===== config.mk =====
export PLATFORM = sky130hd
export DESIGN_NAME = dvp_tx
export DESIGN_NICKNAME = d
export VERILOG_FILES = /design/src/rtl/dvp_pkg.sv /design/src/rtl/dvp_tx_unpack.sv /design/src/rtl/dvp_tx.sv
export SDC_FILE = /design/constraint.sdc
export NUM_CORES = 1
export LEC_CHECK = 0
export ABC_AREA = 1
export CAP_MARGIN = 20
export CORE_MARGIN = 2
export CORE_UTILIZATION = 55
export CTS_CLUSTER_SIZE = 14
export DETAILED_ROUTE_END_ITERATION = 7
export GPL_ROUTABILITY_DRIVEN = 0
export HOLD_SLACK_MARGIN = 0.02
export PLACE_DENSITY = 0.9
export SLEW_MARGIN = 20
export SYNTH_ARGS = -nofsm -noshare
export SYNTH_HDL_FRONTEND = slang
export SYNTH_SLANG_ARGS = --single-unit

===== constraint.sdc =====
create_clock -name i_axi_clk -period 6.6 [get_ports i_axi_clk]
set_clock_uncertainty 0.15 [all_clocks]
set_input_delay 0.66 -clock i_axi_clk [delete_from_list [all_inputs] [get_ports i_axi_clk]]
set_output_delay 0.66 -clock i_axi_clk [all_outputs]
set_load 0.1 [all_outputs]

===== src/rtl/dvp_pkg.sv =====
// Shared definitions for the DVP transmit/receive controllers.
// Holds the frame-timing state type, default timing constants and a
// small tick-compare helper used by the timing counters.
package dvp_pkg;

  typedef enum logic [2:0] {
    ST_IDLE,
    ST_VSYNC,
    ST_VPORCH,
    ST_ACTIVE,
    ST_HBLANK
  } dvp_state_e;

  localparam int unsigned DEF_LINE_BYTES  = 640;
  localparam int unsigned DEF_FRAME_LINES = 480;
  localparam int unsigned DEF_HBLANK      = 16;
  localparam int unsigned DEF_VSYNC_LEN   = 4;
  localparam int unsigned DEF_VPORCH      = 8;

  // True when a phase that has already run cnt ticks finishes on this tick.
  // Evaluated one bit wider than any counter so it cannot wrap; a length of
  // zero therefore behaves as a single tick.
  function automatic logic last_tick(input logic [31:0] cnt, input logic [31:0] len);
    return ({1'b0, cnt} + 33'd1) >= {1'b0, len};
  endfunction

endpackage


===== src/rtl/dvp_tx_unpack.sv =====
// Word-to-byte serializer for the DVP transmitter.
// One holding register plus a byte index; byte 0 is bits [DW-1:0].
//   clk, rst_n   : clock, asynchronous active-low reset
//   enable       : accept words (prefetch allowed)
//   take         : one byte is consumed this cycle
//   last         : the byte taken is the last of a line; the register is
//                  released so a word never straddles two lines
//   in_valid/in_ready/in_data : stream handshake
//   avail        : holding register full, byte_out valid
//   byte_out     : current byte
module dvp_tx_unpack
  import dvp_pkg::*;
#(
  parameter int unsigned P_DVP_DATA_WIDTH  = 8,
  parameter int unsigned P_AXIS_DATA_WIDTH = 64
) (
  input  logic                         clk,
  input  logic                         rst_n,
  input  logic                         enable,
  input  logic                         take,
  input  logic                         last,
  input  logic                         in_valid,
  output logic                         in_ready,
  input  logic [P_AXIS_DATA_WIDTH-1:0] in_data,
  output logic                         avail,
  output logic [P_DVP_DATA_WIDTH-1:0]  byte_out
);

  localparam int unsigned N  = P_AXIS_DATA_WIDTH / P_DVP_DATA_WIDTH;
  localparam int unsigned IW = (N > 1) ? $clog2(N) : 1;

  logic [P_AXIS_DATA_WIDTH-1:0] word;
  logic                         full;
  logic [IW-1:0]                idx;
  logic                         drain;
  logic                         xfer;

  assign drain    = full && take && (last || (idx == IW'(N - 1)));
  assign in_ready = enable && (!full || drain);
  assign xfer     = in_valid && in_ready;
  assign avail    = full;
  assign byte_out = word[32'(idx) * P_DVP_DATA_WIDTH +: P_DVP_DATA_WIDTH];

  always_ff @(posedge clk or negedge rst_n) begin
    if (!rst_n) begin
      word <= '0;
      full <= 1'b0;
      idx  <= '0;
    end else if (xfer) begin
      word <= in_data;
      full <= 1'b1;
      idx  <= '0;
    end else if (drain) begin
      full <= 1'b0;
      idx  <= '0;
    end else if (full && take) begin
      idx <= idx + IW'(1);
    end
  end

endmodule


===== src/rtl/dvp_tx.sv =====
// DVP (camera-style parallel video) transmitter.
// Serializes a byte stream into frames with vsync/href timing and a
// generated pixel clock at half the system clock.
//   i_axi_clk, i_axi_rst_n : clock, asynchronous active-low reset
//   s_axis_*               : pixel byte stream, byte 0 = bits [7:0]
//   i_enable               : start / continue frames
//   i_line_bytes .. i_vporch : frame timing, latched at frame start
//   i_clr_status           : clears o_underflow
//   o_dvp_*                : DVP bus (pclk, vsync, href, data)
//   o_busy, o_frame_done, o_underflow : status
module dvp_tx
  import dvp_pkg::*;
#(
  parameter int unsigned P_DVP_DATA_WIDTH  = 8,
  parameter int unsigned P_AXIS_DATA_WIDTH = 64,
  parameter int unsigned P_CNT_WIDTH       = 12
) (
  input  logic                         i_axi_clk,
  input  logic                         i_axi_rst_n,
  input  logic                         s_axis_tvalid,
  output logic                         s_axis_tready,
  input  logic [P_AXIS_DATA_WIDTH-1:0] s_axis_tdata,
  input  logic                         i_enable,
  input  logic [P_CNT_WIDTH-1:0]       i_line_bytes,
  input  logic [P_CNT_WIDTH-1:0]       i_frame_lines,
  input  logic [P_CNT_WIDTH-1:0]       i_hblank,
  input  logic [P_CNT_WIDTH-1:0]       i_vsync_len,
  input  logic [P_CNT_WIDTH-1:0]       i_vporch,
  input  logic                         i_clr_status,
  output logic                         o_dvp_pclk,
  output logic                         o_dvp_vsync,
  output logic                         o_dvp_href,
  output logic [P_DVP_DATA_WIDTH-1:0]  o_dvp_data,
  output logic                         o_busy,
  output logic                         o_frame_done,
  output logic                         o_underflow
);

  localparam int unsigned CW = P_CNT_WIDTH;

  dvp_state_e state_q, state_nx;
  logic [CW-1:0] cnt_q, cnt_nx, line_q, line_nx;
  logic [CW-1:0] lb_q, fl_q, hb_q, vs_q, vp_q;
  logic          pclk_q, vsync_q, href_q, done_q, done_nx, underflow_q;
  logic [P_DVP_DATA_WIDTH-1:0] data_q, data_nx;
  logic          latch, tick, take, last_byte, avail, uf_set;
  logic [P_DVP_DATA_WIDTH-1:0] cur_byte;

  // A tick is the edge on which pclk falls; all bus changes happen there.
  assign tick = (state_q != ST_IDLE) && pclk_q;

  always_comb begin
    state_nx = state_q;
    cnt_nx   = cnt_q;
    line_nx  = line_q;
    latch    = 1'b0;
    done_nx  = 1'b0;
    unique case (state_q)
      ST_IDLE: begin
        if (i_enable) begin
          latch    = 1'b1;
          cnt_nx   = '0;
          state_nx = ST_VSYNC;
        end
      end
      ST_VSYNC: begin
        if (tick) begin
          if (last_tick(32'(cnt_q), 32'(vs_q))) begin
            cnt_nx   = '0;
            line_nx  = '0;
            state_nx = (vp_q == '0) ? ST_ACTIVE : ST_VPORCH;
          end else begin
            cnt_nx = cnt_q + CW'(1);
          end
        end
      end
      ST_VPORCH: begin
        if (tick) begin
          if (last_tick(32'(cnt_q), 32'(vp_q))) begin
            cnt_nx   = '0;
            line_nx  = '0;
            state_nx = ST_ACTIVE;
          end else begin
            cnt_nx = cnt_q + CW'(1);
          end
        end
      end
      ST_ACTIVE: begin
        if (tick) begin
          if (last_tick(32'(cnt_q), 32'(lb_q))) begin
            cnt_nx = '0;
            if (last_tick(32'(line_q), 32'(fl_q))) begin
              done_nx = 1'b1;
              if (i_enable) begin
                latch    = 1'b1;
                state_nx = ST_VSYNC;
              end else begin
                state_nx = ST_IDLE;
              end
            end else begin
              line_nx  = line_q + CW'(1);
              state_nx = (hb_q == '0) ? ST_ACTIVE : ST_HBLANK;
            end
          end else begin
            cnt_nx = cnt_q + CW'(1);
          end
        end
      end
      ST_HBLANK: begin
        if (tick) begin
          if (last_tick(32'(cnt_q), 32'(hb_q))) begin
            cnt_nx   = '0;
            state_nx = ST_ACTIVE;
          end else begin
            cnt_nx = cnt_q + CW'(1);
          end
        end
      end
      default: state_nx = ST_IDLE;
    endcase
  end

  // A byte is presented on every tick that lands in (or stays in) ACTIVE.
  assign take      = tick && (state_nx == ST_ACTIVE);
  assign last_byte = (cnt_nx == lb_q - CW'(1));
  assign uf_set    = take && !avail;

  always_comb begin
    data_nx = '0;
    if (take) begin
      data_nx = avail ? cur_byte : '0;
    end else if (state_nx == ST_ACTIVE) begin
      data_nx = data_q;
    end
  end

  dvp_tx_unpack #(
    .P_DVP_DATA_WIDTH (P_DVP_DATA_WIDTH),
    .P_AXIS_DATA_WIDTH(P_AXIS_DATA_WIDTH)
  ) u_unpack (
    .clk     (i_axi_clk),
    .rst_n   (i_axi_rst_n),
    .enable  (state_q != ST_IDLE),
    .take    (take),
    .last    (last_byte),
    .in_valid(s_axis_tvalid),
    .in_ready(s_axis_tready),
    .in_data (s_axis_tdata),
    .avail   (avail),
    .byte_out(cur_byte)
  );

  always_ff @(posedge i_axi_clk or negedge i_axi_rst_n) begin
    if (!i_axi_rst_n) begin
      state_q     <= ST_IDLE;
      cnt_q       <= '0;
      line_q      <= '0;
      lb_q        <= '0;
      fl_q        <= '0;
      hb_q        <= '0;
      vs_q        <= '0;
      vp_q        <= '0;
      pclk_q      <= 1'b0;
      vsync_q     <= 1'b0;
      href_q      <= 1'b0;
      data_q      <= '0;
      done_q      <= 1'b0;
      underflow_q <= 1'b0;
    end else begin
      state_q <= state_nx;
      cnt_q   <= cnt_nx;
      line_q  <= line_nx;
      // pclk stays low on the IDLE->VSYNC edge so the first vsync level
      // is set up a full half-period before the first rising pclk.
      pclk_q  <= (state_q != ST_IDLE) && (state_nx != ST_IDLE) && !pclk_q;
      vsync_q <= (state_nx == ST_VSYNC);
      href_q  <= (state_nx == ST_ACTIVE);
      data_q  <= data_nx;
      done_q  <= done_nx;
      if (latch) begin
        lb_q <= i_line_bytes;
        fl_q <= i_frame_lines;
        hb_q <= i_hblank;
        vs_q <= i_vsync_len;
        vp_q <= i_vporch;
      end
      if (uf_set) begin
        underflow_q <= 1'b1;
      end else if (i_clr_status) begin
        underflow_q <= 1'b0;
      end
    end
  end

  assign o_dvp_pclk   = pclk_q;
  assign o_dvp_vsync  = vsync_q;
  assign o_dvp_href   = href_q;
  assign o_dvp_data   = data_q;
  assign o_busy       = (state_q != ST_IDLE);
  assign o_frame_done = done_q;
  assign o_underflow  = underflow_q;

endmodule


==> impl_metrics.yaml, run 1 <==
critical_path:
  path_max_fanout: 8
  cp.required_ns: 5.79
  path_class: "flop to output pin"
  arrival_ns: 4.93
  crit_path_max_incr_delay_ns: 0.52
  regToRegStartpoint: "cnt_q[0]$_DFF_PN0_"
  cp-startpoint: "cnt_q[0]$_DFF_PN0_"
  startpoint_type: "flop"
  cp_slowest_cell: "dfrtp_1"
  crit_path_end_kind: "output pin"
  crit_top_cell: "nand2_1"
route:
  viasPerCell: 5.70
  drt_iter0_drc: 1313
  num_vias: 10100
  ant_nets: 0
  drc: 0
  wl_mm: 29.6
  drtPass1Iterations: 6
  wl_per_cell_um: 16.6
yosys:
  ys_seq_area_frac: 0.397
  synth.distinct_cells: 50
  synth-seq-cells: 168
  synth.largest_area_cell: "dfrtp_1"
  yosysWarningCount: 0
  synth-edff-count: 0
  syn-num-nets: 1589
  synth_cells: 1395
  synth_top_area_frac: 0.397
  synth.cell_area_mm2: 0.0106
  synth_flop_cell: "dfrtp_1"
  synth_area_per_cell_um2: 7.59
  synthArstFlopShare: 1.00
  yosys-top-cells-area: "dfrtp_1 (40%), nand2_1 (15%), ha_1 (7.7%), nand3_1 (5.9%), inv_1 (5.7%)"
clocking:
  cts-buffers-inserted: 17
  cts_tree: "built"
  cts_num_sinks: 168
  cts_buffer_depth: 2
  post_cts_buffers: 0
  clockRootBuffer: "clkbuf_16"
  cts_resized: 0
  htreeDepth: 4
  cts_hold_buf: 0
  clk_pin_slew_ns: 0.08
  clock_latency_ns: 0.45
min_path:
  hold_path_class: "input port to async pin"
pwr:
  power_density_mw_per_mm2: 203
  peakVddDrop_uv: 181
  totalPowerFinal_uw: 2590
  leakagePower_uw: 0.00644
final_layout:
  fill_cells: 1391
  antenna_cells: 0
  syn2layout_area_growth_pct: 20.6
  drive_above_1_share: 0.0790
  most-common-layout-cells: "nand2_1 (416), dfrtp_1 (168), inv_1 (160), clkdlybuf4s50_1 (140), nand3_1 (124)"
  nets: 1700
  fin_util: 0.678
  final_common_cell: "nand2_1"
timing:
  tns_ns: 0
  finalMaxSlewViolations: 0
  period_needed_ns: 5.74
  setup_viol: 0
  fmax_ghz: 0.174
  min_period_over_period: 0.870
  relSlewSlack: 0.296
  finalHoldViolCount: 0
  worst_pin_slew_ns: 1.06
  rsz0062_at_grt: "false"
placed_design:
  port_buffers: 143
  hpwl_mm: 20.3
floorplan:
  rows: 50
  fp.dieArea_mm2: 0.0204
  fp.dieW_um: 143
  initial_core_util: 0.563
  die-height_um: 143
  io_pins: 144
  core-area_mm2: 0.0188
global_route:
  grtUsageTotal: 0.297
  grt_pass1_wl_mm: 47.9
  grt_pass1_vias: 10000
  grt_start_max_net_pins: 117
  gr-total-overflow: 0
  antenna_found_initial: 0
status:
  status: "complete, no violations"
run:
  max_cap_violations: 0
[sequential cells by signal, summed over array words and instances, names as in the netlist]
signal / count
cnt_q: 12
fl_q: 12
hb_q: 12
lb_q: 12
line_q: 12
o_dvp_data: 8
o_dvp_href: 1
o_dvp_pclk: 1
o_dvp_vsync: 1
o_frame_done: 1
o_underflow: 1
state_q: 3
u_unpack.avail: 1
u_unpack.idx: 3
u_unpack.word: 64
vp_q: 12
vs_q: 12
[cell type report]
type                            count  area, um^2  area share
Clock buffer                       17         425      0.0333
Clock inverter                     15         206      0.0162
Inverter                          174         653      0.0511
Multi-Input combinational cell    992        5430       0.425
Sequential cell                   168        4200       0.329
Tap cell                          260         325      0.0255
Timing Repair Buffer              153        1520       0.119
[power breakdown]
group | internal (uW) | switching [uW] | leakage [uW] | total, uW
logic | 151 | 165 | 0.00420 | 316
clock network | 524 | 513 | 0.000304 | 1040
registers | 1160 | 77.2 | 0.00193 | 1240
[final timing paths]
check                                                end  slack, ns  depth (start not counted)
setup / recovery                           s_axis_tready       0.86                         27
hold / removal                      vs_q[10]$_DFFE_PN0P_       0.09                          1
setup reg to reg           u_unpack.word[11]$_DFFE_PN0P_       1.24                         29
hold reg to reg                     o_dvp_pclk$_DFF_PN0_       0.33                          1
max in group asynchronous           state_q[0]$_DFF_PN0_       4.97                          2
min in group i_axi_clk              o_dvp_pclk$_DFF_PN0_       0.33                          1
[worst max-delay path: cells and delay by family (launching register included)]
family | cells | cell delay, ns
compound gates | 3 | 0.40
fa+ha+maj | 2 | 0.68
buf+inv | 2 | 0.46
flops | 1 | 0.52
simple gates | 20 | 2.43
[cell usage after synthesis (4+ instances only)]
library cell    n
mux2_2          4
nand3b_1        6
inv_1         160
nand3_1       124
inv_2          11
ha_1           65
nor3_1         16
mux2i_1         8
clkbuf_1       35
buf_6          10
nand3_2        28
buf_2          13
nand4_1        15
nor4_1          6
a31oi_1        11
xor2_1         22
nand2_1       416
a32oi_1         8
nor2_1         66
o221ai_1        8
nand2_2        11
dfrtp_1       168
a21oi_1        35
nor2_2          4
o21ai_0       103
[stage by stage]
step | hold WS, ns | cell area, um^2 | worst slack (ns) | std cells
after floorplan | 0.214 | 10600 | 2.16 | 1395
after global placement | 0.307 | 12100 | 1.71 | 1746
after detailed placement | 0.311 | 12100 | 1.60 | 1746
after CTS | 0.124 | 12700 | 1.01 | 1778
after global routing | 0.157 | 12800 | 0.638 | 1779
final | 0.0915 | 12800 | 0.858 | 1779
[cells by family after synthesis]
logic type	Yosys count	share of synthesized area
xor gates and xnor gates	23	0.0190
AOI/OAI and AO/OA	182	0.0968
adders and majority gates	65	0.0768
buffers and inverters	235	0.0922
and+or+nand+nor	710	0.306
muxes	12	0.0118
DFF	168	0.397
[metal layers]
layer	vias to the layer above	GRT usage	part of all wire
met1	4710	0.360	0.39
met5	-	0	0
li1	4756	-	-
met3	121	0.0661	0.081
met4	0	0.138	0.041
met2	558	0.506	0.48
No activity file was read; power rests on OpenSTA's default activity.
==> run 2: changes to the inputs <==
--- a/config.mk
+++ b/config.mk
@@ -7,12 +7,12 @@
 export LEC_CHECK = 0
 export ABC_AREA = 1
 export CAP_MARGIN = 20
-export CORE_MARGIN = 2
 export CORE_UTILIZATION = 55
 export CTS_CLUSTER_SIZE = 14
 export DETAILED_ROUTE_END_ITERATION = 7
 export GPL_ROUTABILITY_DRIVEN = 0
 export HOLD_SLACK_MARGIN = 0.02
+export MAX_ROUTING_LAYER = met4
 export PLACE_DENSITY = 0.9
 export SLEW_MARGIN = 20
 export SYNTH_ARGS = -nofsm -noshare
==> impl_metrics.yaml, run 2 (synthesis results as in run 1) <==
pwr:
  intPower_uw: 1820
  pwr-share-seq: 0.485
  combPwrFrac: 0.123
  power_density_mw_per_mm2: 201
  p_sw_frac: 0.287
  p_switching_uw: 731
  peakVddDrop_uv: 152
  leakagePower_uw: 0.00641
  power.share.clock: 0.392
route:
  drc: 0
  drt_iter0_drc: 997
  ant_nets: 0
  num_vias: 10100
  drtPass1Iterations: 7
  wl_per_cell_um: 16.4
  viasPerCell: 5.77
  wl_mm: 28.7
timing:
  finalHoldViolCount: 0
  worst_pin_slew_ns: 1.07
  rsz0062_at_grt: "false"
  fmax_ghz: 0.168
  relSlewSlack: 0.287
  period_needed_ns: 5.97
  tns_ns: 0
  timing.hold.ws_ns: 0.142
  min_period_over_period: 0.904
  setup_viol: 0
  finalMaxSlewViolations: 0
final_layout:
  final_common_cell: "nand2_1"
  drive_above_1_share: 0.0784
  top_register: "u_unpack.word"
  largest_reg_flops: 64
  syn2layout_area_growth_pct: 19.6
  nets: 1699
  antenna_cells: 0
  most-common-layout-cells: "nand2_1 (416), dfrtp_1 (168), inv_1 (160), clkdlybuf4s50_1 (140), nand3_1 (124)"
clocking:
  clockRootBuffer: "clkbuf_16"
  cts_tree: "built"
  cts-buffers-inserted: 17
  htreeDepth: 4
  post_cts_buffers: 0
  clock_latency_ns: 0.44
  clk_pin_slew_ns: 0.07
  cts_buffer_depth: 2
  cts_num_sinks: 168
  cts_resized: 0
  cts_hold_buf: 0
critical_path:
  crit_path_end_kind: "output pin"
  startpoint_type: "flop"
  crit_top_cell: "nand2_1"
  path_max_fanout: 8
  arrival_ns: 5.16
  path_class: "flop to output pin"
  cp.required_ns: 5.79
  crit_path_max_incr_delay_ns: 0.49
  cp_slowest_cell: "dfrtp_1"
floorplan:
  fp.dieArea_mm2: 0.0198
  rows: 50
  fp.dieW_um: 141
  core-area_mm2: 0.0188
  initial_core_util: 0.564
  io_pins: 144
  die-height_um: 141
placed_design:
  hpwl_mm: 20.2
  port_buffers: 143
min_path:
  hold_path_class: "input port to async pin"
global_route:
  gr-total-overflow: 0
  grt_pass1_vias: 9844
  grt_pass1_wl_mm: 47.1
  grt_start_max_net_pins: 117
  antenna_found_initial: 0
  grtUsageTotal: 0.311
status:
  status: "complete, no violations"
run:
  max_cap_violations: 0
==> run 2: cell count changes in the layout (fill, tap and decap cells not counted) <==
| cell | before | now |
|---|---|---|
| clkinv_8 | 7 | 4 |
| clkinvlp_4 | 0 | 1 |
| inv_8 | 3 | 5 |
| buf_6 | 2 | 1 |
| buf_16 | 1 | 0 |
| inv_6 | 2 | 4 |
| buf_4 | 9 | 10 |
| inv_12 | 2 | 0 |
==> run 2: per-stage QoR <==
stage | cells | instance area, um^2 | setup WS [ns] | power (uW) | util
6_report | 1752 | 12700 | 0.630 | 2550 | 0.675
2_1_floorplan | 1395 | 10600 | 2.16 | 1410 | -
3_3_place_gp | 1720 | 12100 | 1.57 | 1540 | 0.643
3_5_place_dp | 1720 | 12100 | 1.41 | 1560 | 0.643
5_1_grt | 1752 | 12700 | 0.304 | 2650 | 0.675
4_1_cts | 1752 | 12700 | 0.823 | 2550 | 0.675
==> run 2: path summary, 6_finish.rpt <==
kind,from,endpoint,slack [ns],depth (start not counted)
worst min register to register,o_dvp_pclk$_DFF_PN0_,o_dvp_pclk$_DFF_PN0_,0.32,1
max in group asynchronous,i_axi_rst_n,u_unpack.word[44]$_DFFE_PN0P_,4.70,2
worst max register to register,cnt_q[0]$_DFF_PN0_,u_unpack.idx[2]$_DFFE_PN0P_,0.90,33
min in group i_axi_clk,o_dvp_pclk$_DFF_PN0_,o_dvp_pclk$_DFF_PN0_,0.32,1
worst max-delay path,cnt_q[0]$_DFF_PN0_,s_axis_tready,0.63,30
worst min-delay path,i_axi_rst_n,vs_q[8]$_DFFE_PN0P_,0.14,1
==> run 2: cell type report <==
cell class / count / area, um^2
Multi-Input combinational cell: 992 / 5430
Timing Repair Buffer: 152 / 1490
Sequential cell: 168 / 4200
Tap cell: 234 / 293
Inverter: 174 / 653
Clock inverter: 15 / 173
Fill cell: 1409 / 6090
Clock buffer: 17 / 425
==> run 2: critical path, delay by kind of cell (launching register included) <==
kind	cells	cell delay (ns)
XOR/XNOR	1	0.19
adder cells (fa/ha/maj)	2	0.61
buffers and inverters	3	0.68
flip-flops	1	0.49
AND/OR/NAND/NOR	23	2.57
AO/OA/AOI/OAI	1	0.15
==> run 2: power groups by stage <==
stage | Clock (uW) | Sequential, uW | Combinational, uW
3_5_place_dp | 0 | 1250 | 313
3_3_place_gp | 0 | 1250 | 293
4_1_cts | 1010 | 1230 | 315
5_1_grt | 1050 | 1250 | 355
6_report | 1000 | 1240 | 314
2_1_floorplan | 0 | 1230 | 178
==> run 2: metal layers <==
layer | global-route usage | part of all wire | vias up
met4 | 0.165 | 0.045 | 0
met3 | 0.0669 | 0.083 | 128
met1 | 0.363 | 0.39 | 4698
met5 | - | 0 | -
li1 | - | - | 4746
met2 | 0.504 | 0.49 | 533
